--- config.mk ---
export PLATFORM = sky130hd
export DESIGN_NAME = uart_rx
export DESIGN_NICKNAME = d
export VERILOG_FILES = /design/src/rtl/uart_pkg.sv /design/src/rtl/uart_rx_sync.sv /design/src/rtl/uart_rx.sv
export SDC_FILE = /design/constraint.sdc
export NUM_CORES = 1
export LEC_CHECK = 0
export ABC_AREA = 1
export CORE_ASPECT_RATIO = 0.8
export CORE_MARGIN = 2
export CORE_UTILIZATION = 52
export CTS_CLUSTER_DIAMETER = 100
export CTS_CLUSTER_SIZE = 40
export DETAILED_ROUTE_END_ITERATION = 8
export GPL_TIMING_DRIVEN = 0
export HOLD_SLACK_MARGIN = 0.12
export PLACE_DENSITY_LB_ADDON = 0.15
export RECOVER_POWER = 25
export SLEW_MARGIN = 30
export SYNTH_ARGS = -nofsm -noshare
export SYNTH_HDL_FRONTEND = slang
export SYNTH_SLANG_ARGS = --single-unit
--- constraint.sdc ---
create_clock -name clk -period 2.9 [get_ports clk]
set_input_delay 0.435 -clock clk [delete_from_list [all_inputs] [get_ports clk]]
set_output_delay 0.435 -clock clk [all_outputs]
set_load 0.005 [all_outputs]
--- src/rtl/uart_pkg.sv ---
// Shared UART definitions: state encodings and 8N1 frame constants.
// Used by both the receiver and the transmitter.
package uart_pkg;

  // 25 MHz system clock / 115200 baud
  localparam int unsigned ClkCountLimitDefault = 217;

  localparam int unsigned DataBits  = 8;
  localparam logic        StopLevel = 1'b1;

  typedef enum logic [2:0] {
    StIdle  = 3'd0,
    StStart = 3'd1,
    StData  = 3'd2,
    StStop  = 3'd3,
    StClean = 3'd4,
    StBreak = 3'd5
  } uart_state_e;

endpackage

--- src/rtl/uart_rx_sync.sv ---
// Two-flop synchronizer for a single asynchronous input, with a selectable reset value.
module uart_rx_sync #(
  parameter logic reset_value = 1'b1
) (
  input  logic clk,
  input  logic rst_n,
  input  logic d,
  output logic q
);

  logic meta_q;
  logic sync_q;

  always_ff @(posedge clk or negedge rst_n) begin
    if (!rst_n) begin
      meta_q <= reset_value;
      sync_q <= reset_value;
    end else begin
      meta_q <= d;
      sync_q <= meta_q;
    end
  end

  assign q = sync_q;

endmodule

--- src/rtl/uart_rx.sv ---
// 8N1 UART receiver: mid-bit sampling of the synchronized line, one-cycle byte
// and framing-error strobes, and a held-low (break) detector.
module uart_rx
  import uart_pkg::*;
#(
  parameter int unsigned clock_count_limit = ClkCountLimitDefault
) (
  input  logic       clk,
  input  logic       rst_n,
  input  logic       in_serial_pin,
  output logic [7:0] out_rx_byte,
  output logic       out_rx_data_valid,
  output logic       out_rx_active,
  output logic       out_framing_error
);

  localparam int unsigned half_count = (clock_count_limit - 1) / 2;
  localparam int unsigned CntW       = $clog2(clock_count_limit);

  localparam logic [CntW-1:0] CntHalf = CntW'(half_count);
  localparam logic [CntW-1:0] CntLast = CntW'(clock_count_limit - 1);
  localparam logic [2:0]      IdxLast = 3'(DataBits - 1);

  logic rx_s;

  uart_rx_sync #(
    .reset_value(1'b1)
  ) u_sync (
    .clk  (clk),
    .rst_n(rst_n),
    .d    (in_serial_pin),
    .q    (rx_s)
  );

  uart_state_e     state_q, state_d;
  logic [CntW-1:0] cnt_q, cnt_d;
  logic [2:0]      idx_q, idx_d;
  logic [7:0]      shift_q, shift_d;
  logic [7:0]      byte_q, byte_d;
  logic            valid_q, valid_d;
  logic            active_q, active_d;
  logic            ferr_q, ferr_d;

  always_ff @(posedge clk or negedge rst_n) begin
    if (!rst_n) begin
      state_q  <= StIdle;
      cnt_q    <= '0;
      idx_q    <= '0;
      shift_q  <= '0;
      byte_q   <= '0;
      valid_q  <= 1'b0;
      active_q <= 1'b0;
      ferr_q   <= 1'b0;
    end else begin
      state_q  <= state_d;
      cnt_q    <= cnt_d;
      idx_q    <= idx_d;
      shift_q  <= shift_d;
      byte_q   <= byte_d;
      valid_q  <= valid_d;
      active_q <= active_d;
      ferr_q   <= ferr_d;
    end
  end

  always_comb begin
    state_d  = state_q;
    cnt_d    = cnt_q;
    idx_d    = idx_q;
    shift_d  = shift_q;
    byte_d   = byte_q;
    valid_d  = 1'b0;
    ferr_d   = 1'b0;
    active_d = active_q;

    case (state_q)
      StIdle: begin
        cnt_d    = '0;
        idx_d    = '0;
        active_d = 1'b0;
        if (!rx_s) begin
          state_d  = StStart;
          active_d = 1'b1;
        end
      end

      StStart: begin
        if (cnt_q == CntHalf) begin
          cnt_d = '0;
          if (!rx_s) begin
            state_d = StData;
          end else begin
            // Start bit did not survive to mid-bit: treat as a glitch.
            state_d  = StIdle;
            active_d = 1'b0;
          end
        end else begin
          cnt_d = cnt_q + 1'b1;
        end
      end

      StData: begin
        if (cnt_q == CntLast) begin
          cnt_d          = '0;
          shift_d[idx_q] = rx_s;
          idx_d          = idx_q + 3'd1;
          if (idx_q == IdxLast) begin
            state_d = StStop;
          end
        end else begin
          cnt_d = cnt_q + 1'b1;
        end
      end

      StStop: begin
        if (cnt_q == CntLast) begin
          cnt_d = '0;
          if (rx_s == StopLevel) begin
            byte_d  = shift_q;
            valid_d = 1'b1;
            state_d = StClean;
          end else begin
            ferr_d  = 1'b1;
            state_d = StBreak;
          end
        end else begin
          cnt_d = cnt_q + 1'b1;
        end
      end

      StClean: begin
        active_d = 1'b0;
        state_d  = StIdle;
      end

      StBreak: begin
        // Wait out a held-low line so it cannot re-arm as a new start bit.
        if (rx_s) begin
          active_d = 1'b0;
          state_d  = StIdle;
        end
      end

      default: begin
        active_d = 1'b0;
        state_d  = StIdle;
      end
    endcase
  end

  assign out_rx_byte       = byte_q;
  assign out_rx_data_valid = valid_q;
  assign out_rx_active     = active_q;
  assign out_framing_error = ferr_q;

endmodule
==> flow_metrics.py <==
metrics = {
    "sta": {
        "min_period_over_period_pct": 57.1,
        "max_freq_ghz": 0.604,
        "worst-slew-pin-transition_ns": 0.530,
        "clock-skew-final_ns": 0.00677,
        "finalMaxSlewViolations": 0,
        "finalCriticalPeriod_ns": 1.65,
        "finalSetupViolCount": 0,
        "slew_headroom_pct": 64.7,
        "rsz0062_at_grt": "no",
        "setup_tns_ns": 0,
        "finalHoldViolCount": 0,
    },
    "detailed_routing": {
        "ant_nets": 0,
        "first_pass_iters": 4,
        "avgRoutedWirePerCell_microns": 12.2,
        "num_vias": 1339,
        "wl_microns": 3270,
        "route.detailed.drc": 0,
        "initialDrtViolationCount": 109,
        "via_per_inst": 5.00,
    },
    "power": {
        "power_density_nw_per_um2": 406,
        "power.total_w": 0.000841,
        "ir_worst_vdd_mv": 0.347,
        "p_leak_nw": 1.07,
    },
    "grt": {
        "grt_pass1_wl_microns": 5840,
        "track_usage_pct": 19.2,
        "grtUsageMet3_pct": 5.75,
        "antenna_found_initial": 0,
        "grt_use_met1_pct": 27.3,
        "grt_pass1_vias": 1263,
        "overflow": 0,
        "use_met2_pct": 28.0,
        "grt-busiest-layer": "met2",
        "grt_max_degree": 28,
    },
    "floorplanning": {
        "die_x_microns": 69.5,
        "core_sq_um": 3350,
        "dieArea_sq_um": 3920,
        "die_height_microns": 56.4,
        "io_pins": 14,
        "start_util_pct": 53.3,
        "rows": 19,
    },
    "worst_hold_path": {
        "worstHoldEndpoint": "u_sync.q",
        "hold_depth": 0,
        "hp-class": "reg2reg",
        "worstHoldStart": "u_sync.meta_q",
    },
    "run_status": {
        "outcome": "finished, final reports clean",
    },
    "final_layout": {
        "syn_to_final_growth_pct": 16.1,
        "final_common_cell": "nand2_1",
        "layout-drive-gt1-share_pct": 14.2,
        "fill_cells": 285,
        "diodes": 0,
        "nNetsFinal": 232,
        "mostFrequentLayoutCells": "61 x nand2_1, 33 x dfrtp_1, 21 x inv_1, 18 x nand3_1, 13 x nor2_1",
    },
    "cts": {
        "clkLatencyLatePin_ns": 0.28,
        "cts_inserted_buffers": 5,
        "post_cts_buffers": 0,
        "clk_pin_slew_ns": 0.07,
        "cts_sinks": 35,
        "cts_tree": "yes",
        "cts_max_level": 2,
        "root_buffer": "clkbuf_8",
        "cts_buffer_depth": 2,
    },
    "yosys": {
        "synth-seq-area-share_pct": 49.2,
        "yosys.area.top_type": "dfrtp_1",
        "syn_inst": 203,
        "synthSimpleGateAreaFrac_pct": 31.4,
        "syn-cell-area_sq_um": 1790,
        "synth.top_cell.area_share_pct": 46.3,
        "synth_adder_area_share_pct": 2.80,
        "muxShareOfSynthArea_pct": 0,
        "synthTopCellsByArea": "dfrtp_1 46%, nand2_1 13%, nand3_1 5.0%",
        "ys_types": 28,
        "synth-xor-area-share_pct": 1.96,
        "yosysWarnings": 0,
        "synth_compound_area_share_pct": 7.43,
        "synth_top_family_by_area": "simple AND/OR/NAND/NOR gates",
        "ys_ff_latch": 35,
        "synth_nets": 210,
        "synth.avg_cell_area_sq_um": 8.80,
    },
    "critical_path": {
        "r2r_slack_ns": 1.25,
        "path_class": "reg2reg",
        "r2r_start": "cnt_q[0]",
        "r2r.worst_path.cells": 9,
        "cp-end-kind": "flop",
        "crit_path_start": "cnt_q[0]",
        "required_ns": 3.05,
        "cp_max_fo": 10,
        "critPathArrivalTime_ns": 1.80,
        "r2r_end": "shift_q[3]",
        "start_kind": "flop",
    },
    "flow_run": {
        "drv_cap": 0,
    },
    "placed_design": {
        "gp_congestion": 0.879,
        "dp_hpwl_microns": 2420,
        "port_buffers": 13,
    },
}
[power by group]
| group | total, W | switching [W] | leakage (nW) | internal [W] |
|---|---|---|---|---|
| clock | 0.000330 | 0.000162 | 0.0422 | 0.000168 |
| sequential | 0.000492 | 0.00000121 | 0.462 | 0.000491 |
| combinational | 0.0000189 | 0.0000133 | 0.567 | 0.00000560 |
[stage by stage]
step | worst slack (ns) | instance area [sq um] | hold slack, ns | std cells | utilization [%]
finish | 1.25 | 2070 | 0.359 | 268 | 61.9
global route | 1.09 | 2070 | 0.364 | 268 | 61.9
CTS | 1.24 | 2070 | 0.364 | 268 | 61.9
detailed placement | 1.26 | 1980 | 0.304 | 259 | 59.2
global placement | 0.696 | 1970 | 0.348 | 258 | 58.7
floorplan | 1.48 | 1790 | 0.139 | 203 | -
[kinds of logic (layout without fill, tap and decap cells)]
| group | count (synthesis) | count (layout) |
|---|---|---|
| buffers and inverters | 29 | 52 |
| adder cells (fa/ha/maj) | 4 | 4 |
| XOR/XNOR | 4 | 4 |
| flip-flops | 35 | 35 |
| AO/OA/AOI/OAI | 24 | 24 |
| AND/OR/NAND/NOR | 107 | 107 |
[worst max-delay path by stage]
stage	to	slack [ns]	depth (start not counted)
finish	shift_q[3]	1.25	9
floorplan	cnt_q[6]	1.48	11
global placement	out_rx_byte[6]	0.70	1
detailed placement	shift_q[3]	1.26	9
global route	shift_q[3]	1.09	9
CTS	shift_q[3]	1.24	9
[routing by layer]
metal / part of all wire (%) / vias up
met5: 0 / -
met4: 0.76 / 0
met3: 6.1 / 4
met2: 44 / 48
met1: 49 / 600
li1: - / 687
[Yosys cell counts, drive strengths merged]
cell and number:
buf 1, a21oi 3, nor3 2, ha 4, dfrtp 33, nand4 2
dfstp 2, o22ai 1, clkinv 2, nand3 18, o21bai 1, nor2 20
o21ai 18, inv 25, xor2 3, xnor2 1, a31oi 1, nand2 65
clkbuf 1
[sequential cells by signal, indices dropped and copies added (netlist names)]
register and count:
cnt_q 8, idx_q 3, out_framing_error 1, out_rx_active 1
out_rx_byte 8, out_rx_data_valid 1, shift_q 8, state_q 3
u_sync.meta_q 1, u_sync.q 1
[timing repair]
| action | 4_1_cts | 5_1_grt |
|---|---|---|
| endpoints found under the hold margin | 8 | 0 |
| hold buffers | 1 | 0 |
| gates resized for setup | 0 | 0 |
[worst max-delay path, cell delays in order, from the launching register on]
cell and delay (ns):
dfrtp_1 0.40, inv_1 0.10, ha_1 0.19, nand2_1 0.10, nor2_4 0.18, nand2_4 0.11, nor2_8 0.16, nand3_1 0.13
nand2_1 0.09, o21ai_1 0.07
[cell type report]
| class | instances | area, sq um | area share, % |
|---|---|---|---|
| buffer | 2 | 15.0 | 0.724 |
| clock buffer | 7 | 76.3 | 3.68 |
| clock inverter | 1 | 5.00 | 0.241 |
| inverter | 27 | 114 | 5.49 |
| multi-input combinational | 139 | 778 | 37.5 |
| sequential | 35 | 878 | 42.4 |
| tap | 42 | 52.6 | 2.53 |
| timing repair buffer | 15 | 154 | 7.42 |
Power figures use the tool's default switching activity.
